<file path="src/rtl/mux_arb.sv">
`default_nettype none
// ============================================================================
// mux_arb : N-channel valid/ready arbiter feeding a one-entry registered output
//           stage (fixed-priority or round-robin selection).
// Revision : 1.0
// ============================================================================
module mux_arb #(
  parameter int WIDTH    = 32,
  parameter int CHANNELS = 4,
  parameter int RR_MODE  = 1,
  localparam int SELW    = (CHANNELS > 1) ? $clog2(CHANNELS) : 1
) (
  input  logic                       clk,
  input  logic                       rst,
  input  logic [CHANNELS*WIDTH-1:0]  in_data,
  input  logic [CHANNELS-1:0]        in_valid,
  output logic [CHANNELS-1:0]        in_ready,
  output logic [WIDTH-1:0]           out_data,
  output logic [SELW-1:0]            out_sel,
  output logic                       out_valid,
  input  logic                       out_ready
);

  logic [WIDTH-1:0]    out_data_q, out_data_d;
  logic [SELW-1:0]     out_sel_q, out_sel_d;
  logic                out_valid_q, out_valid_d;
  logic [SELW-1:0]     ptr_q, ptr_d;

  logic                can_accept;
  logic [CHANNELS-1:0] req;
  logic [CHANNELS-1:0] grant;
  logic                grant_any;
  logic [SELW-1:0]     grant_idx;
  logic [WIDTH-1:0]    grant_data;

  // Search starts at ptr (round-robin) or 0 (fixed) and wraps once round.
  always_comb begin : arbiter
    int          base;
    int          idx;
    logic [SELW-1:0] idx_s;
    base       = 0;
    idx        = 0;
    idx_s      = '0;
    can_accept = !out_valid_q || out_ready;
    req        = (can_accept && !rst) ? in_valid : '0;
    if (RR_MODE != 0) begin
      base = int'(ptr_q);
    end
    grant     = '0;
    grant_any = 1'b0;
    grant_idx = '0;
    for (int off = 0; off < CHANNELS; off++) begin
      idx = base + off;
      if (idx >= CHANNELS) begin
        idx = idx - CHANNELS;
      end
      idx_s = SELW'(idx);
      if (!grant_any && req[idx_s]) begin
        grant_any    = 1'b1;
        grant_idx    = idx_s;
        grant[idx_s] = 1'b1;
      end
    end
  end

  // Grant is one-hot, so an AND-OR mux selects the winning slice.
  always_comb begin : data_mux
    grant_data = '0;
    for (int i = 0; i < CHANNELS; i++) begin
      if (grant[i]) begin
        grant_data = grant_data | in_data[i*WIDTH +: WIDTH];
      end
    end
  end

  always_comb begin : next_state
    out_data_d  = out_data_q;
    out_sel_d   = out_sel_q;
    out_valid_d = out_valid_q;
    ptr_d       = ptr_q;
    if (grant_any) begin
      out_data_d  = grant_data;
      out_sel_d   = grant_idx;
      out_valid_d = 1'b1;
      ptr_d       = (grant_idx == SELW'(CHANNELS - 1)) ? '0 : grant_idx + 1'b1;
    end else if (out_valid_q && out_ready) begin
      out_valid_d = 1'b0;
    end
  end

  always_ff @(posedge clk) begin
    if (rst) begin
      out_data_q  <= '0;
      out_sel_q   <= '0;
      out_valid_q <= 1'b0;
      ptr_q       <= '0;
    end else begin
      out_data_q  <= out_data_d;
      out_sel_q   <= out_sel_d;
      out_valid_q <= out_valid_d;
      ptr_q       <= ptr_d;
    end
  end

  assign in_ready  = grant;
  assign out_data  = out_data_q;
  assign out_sel   = out_sel_q;
  assign out_valid = out_valid_q;

endmodule
`default_nettype wire

</file>
<file path="config.mk">
export PLATFORM = sky130hd
export DESIGN_NAME = mux_arb
export DESIGN_NICKNAME = d
export VERILOG_FILES = /design/src/rtl/mux_arb.sv
export SDC_FILE = /design/constraint.sdc
export NUM_CORES = 1
export LEC_CHECK = 0
export CELL_PAD_IN_SITES_DETAIL_PLACEMENT = 2
export CELL_PAD_IN_SITES_GLOBAL_PLACEMENT = 2
export CORE_UTILIZATION = 20
export DETAILED_ROUTE_END_ITERATION = 10
export GPL_ROUTABILITY_DRIVEN = 0
export PLACE_DENSITY = 0.84
export SLEW_MARGIN = 40
export SYNTH_ARGS = -nofsm -noshare
export SYNTH_HDL_FRONTEND = slang
export SYNTH_SLANG_ARGS = --single-unit
export TNS_END_PERCENT = 20
</file>
<file path="constraint.sdc">
create_clock -name clk -period 8.59 [get_ports clk]
set_input_delay 1.2885 -clock clk [delete_from_list [all_inputs] [get_ports clk]]
set_output_delay 1.2885 -clock clk [all_outputs]
set_load 0.005 [all_outputs]
</file>
==> flow_metrics.tcl <==
set metrics [dict create \
    grt_start_max_net_pins 40 \
    grt_overflow_total 0 \
    adder_and_majority_cell_fraction_of_the_synthesized_area 0.0302 \
    maxCapViolCount 0 \
    htree_num_levels 2 \
    timing.slew.headroom 0.497 \
    layout_common_cells "sky130_fd_sc_hd__clkdlybuf4s50_1 (172), sky130_fd_sc_hd__nor2_1 (39), sky130_fd_sc_hd__dfxtp_1 (37)" \
    hold_end "out_sel[1]" \
    p_per_area_nw_per_um2 160 \
    tritoncts "built" \
    timing.rr.end "out_data[29]" \
    cp_max_fo 33 \
    max_clock_freq_ghz 0.178 \
    nNetsFinal 560 \
    synthArstFlopShare 0 \
    hp-class "flip-flop to flip-flop" \
    die_h_um 114 \
    floorplan.io_pins 174 \
    maximum_resistive_drop_on_vdd_v 0.0000614 \
    postSynthNetCount 402 \
    total_track_usage 0.179 \
    finalWirelength_um 11400 \
    via_per_inst 4.96 \
    ys_dominant_reg_cell "sky130_fd_sc_hd__dfxtp_1" \
    synth_area_um2 2490 \
    worst_pin_slew_ns 0.754 \
    ys_warn_count 0 \
    postSynthRegisterBits 37 \
    first_global_vias 3294 \
    required_ns 7.30 \
    wl_per_cell_um 19.5 \
    rsz0062_at_grt "no" \
    dr.first_iter.drc_count 100 \
    row_count 40 \
    final.period_utilization 0.653 \
    cts_setup_buffers 0 \
    clock_root_buffer "sky130_fd_sc_hd__clkbuf_16" \
    initial_utilization 0.206 \
    power_report.internal_total_uw 469 \
    synth-xor-area-share 0.00352 \
    portBuffers 173 \
    total_leakage_power_nw 1.54 \
    power_switching_share 0.344 \
    slew_violations 0 \
    report.final.setup_viol 0 \
    grt_first_pass_wirelength_um 17900 \
    drc 0 \
    minimum_setup_slack_after_placement_ns 2.98 \
    synthMuxAreaShare 0.0392 \
    antenna_cells 0 \
    critPathLaunchType "input pin" \
    worst_r2r_path_depth 7 \
    timing.critical_path.arrival_ns 4.32 \
    regToRegSetupSlack_ns 4.99 \
    synth-compound-area-share 0.445 \
    grt_antenna_before_repair 0 \
    power.share.combinational 0.453 \
    drt-pass1-iter-count 4 \
    synth-simple-area-share 0.119 \
    cp-end-kind "output pin" \
    dieWidth_um 114 \
    ant_nets 0 \
    synth_edf_count 0 \
    drive_gt1_frac 0.124 \
    crit_type "input pin to output pin" \
    layout.core_utilization 0.371 \
    avgSynthCellArea_um2 9.54 \
    cts_buf_count 5 \
    area.growth.synth_to_final_pct 79.8 \
    pwr-share-seq 0.291 \
    synth_seq_area_share 0.298 \
    final.setup.tns_ns 0 \
    clock_insertion_delay_worst_skew_ns 0.28 \
    core_um2 12100 \
    design_power_total_uw 716 \
    path_clk_slew_ns 0.06 \
    holdPathStages 2 \
    most_common_cell_after_layout_fill_and_taps_aside "sky130_fd_sc_hd__clkdlybuf4s50_1" \
    power.share.clock 0.256 \
    ctsResizeCount 0 \
    skew_ns 0.00455 \
    hpwlAfterDp_um 8540 \
    min_from "out_sel[1]" \
    finalHoldViolations 0 \
    post-route-worst-setup-slack_ns 2.98 \
    timing.final.crit_period_ns 5.61 \
    syn-instance-count 261 \
    cts-hold-fix-buffers 0 \
    clock_sinks 37 \
    die_area_um2 12900 \
    synth_top_family_by_area "compound AO/OA/AOI/OAI gates" \
    power_switching_uw 246 \
    ys_types 39 \
    status "finished, final reports clean" \
    clock_path_buffers 2 \
    dr_total_vias 2914 \
]
-- layout make-up --
cell class,count,area [um^2]
Multi-Input combinational cell,195,1610
Fill cell,1330,7590
Sequential cell,37,741
Clock buffer,6,139
Timing Repair Buffer,177,1760
Tap cell,168,210
Clock inverter,1,7.51
Inverter,3,11.3
-- logic make-up after synthesis --
logic type	count (synthesis)
compound gates	118
fa+ha+maj	6
buf+inv	29
flops	37
mux	6
xor+xnor	1
simple gates	64
-- registers in the layout, indices dropped and copies added (netlist names), named ones only --
register	count
out_data	32
out_sel	2
out_valid	1
ptr_q	1
-- worst max path at each step --
| stage | start | to | cells after the start |
|---|---|---|---|
| detailed placement | in_valid[0] | in_ready[3] | 6 |
| finish | in_valid[0] | in_ready[3] | 6 |
| global placement | in_valid[0] | in_ready[3] | 6 |
| CTS | in_valid[0] | in_ready[3] | 6 |
| global route | in_valid[0] | in_ready[3] | 6 |
| floorplan | in_valid[2] | in_ready[0] | 7 |
-- synth_stat cells (3+ instances only) --
master / instances / share of area
sky130_fd_sc_hd__nor2_1: 40 / 0.060
sky130_fd_sc_hd__dfxtp_1: 37 / 0.30
sky130_fd_sc_hd__a22oi_1: 34 / 0.10
sky130_fd_sc_hd__a211oi_1: 32 / 0.097
sky130_fd_sc_hd__a221oi_2: 29 / 0.17
sky130_fd_sc_hd__buf_2: 8 / 0.016
sky130_fd_sc_hd__clkbuf_1: 8 / 0.012
sky130_fd_sc_hd__nand2b_1: 7 / 0.018
sky130_fd_sc_hd__a21oi_1: 6 / 0.012
sky130_fd_sc_hd__ha_1: 6 / 0.030
sky130_fd_sc_hd__buf_4: 4 / 0.012
sky130_fd_sc_hd__buf_6: 4 / 0.018
sky130_fd_sc_hd__a221oi_1: 3 / 0.011
sky130_fd_sc_hd__inv_1: 3 / 0.0045
sky130_fd_sc_hd__mux2i_1: 3 / 0.012
sky130_fd_sc_hd__mux4_2: 3 / 0.027
sky130_fd_sc_hd__nand2_1: 3 / 0.0045
sky130_fd_sc_hd__nand3_1: 3 / 0.0060
-- critical path, stage by stage --
cell,delay [ns]
sky130_fd_sc_hd__clkdlybuf4s50_1,0.54
sky130_fd_sc_hd__or2_2,0.38
sky130_fd_sc_hd__o41ai_1,0.51
sky130_fd_sc_hd__and2_1,0.25
sky130_fd_sc_hd__a311o_2,0.69
sky130_fd_sc_hd__clkdlybuf4s50_1,0.64
-- stage by stage --
| step | hold slack [ns] | cell area, um^2 | cells |
|---|---|---|---|
| 6_report | 0.470 | 4480 | 587 |
| 5_1_grt | 0.493 | 4480 | 587 |
| 4_1_cts | 0.477 | 4470 | 587 |
| 3_5_place_dp | 0.466 | 4330 | 580 |
| 3_3_place_gp | 0.448 | 4320 | 580 |
| 2_1_floorplan | 0.453 | 2490 | 261 |
-- power by group through the flow --
stage / sequential, mW / combinational [mW] / clock [mW]
finish: 0.208 / 0.324 / 0.183
global placement: 0.210 / 0.317 / 0
CTS: 0.209 / 0.330 / 0.192
global route: 0.212 / 0.351 / 0.197
detailed placement: 0.212 / 0.327 / 0
floorplan: 0.208 / 0.178 / 0
-- routing by layer --
metal  share of wire  vias to the layer above  wire length [um]  global-route usage
li1                -                     1360                 -                   -
met5               0                        -                 0                   0
met3           0.083                        6               944              0.0542
met1            0.41                     1417              4710               0.207
met2            0.50                      131              5720               0.328
met4          0.0058                        0                66              0.0246
Power figures use the tool's default switching activity.
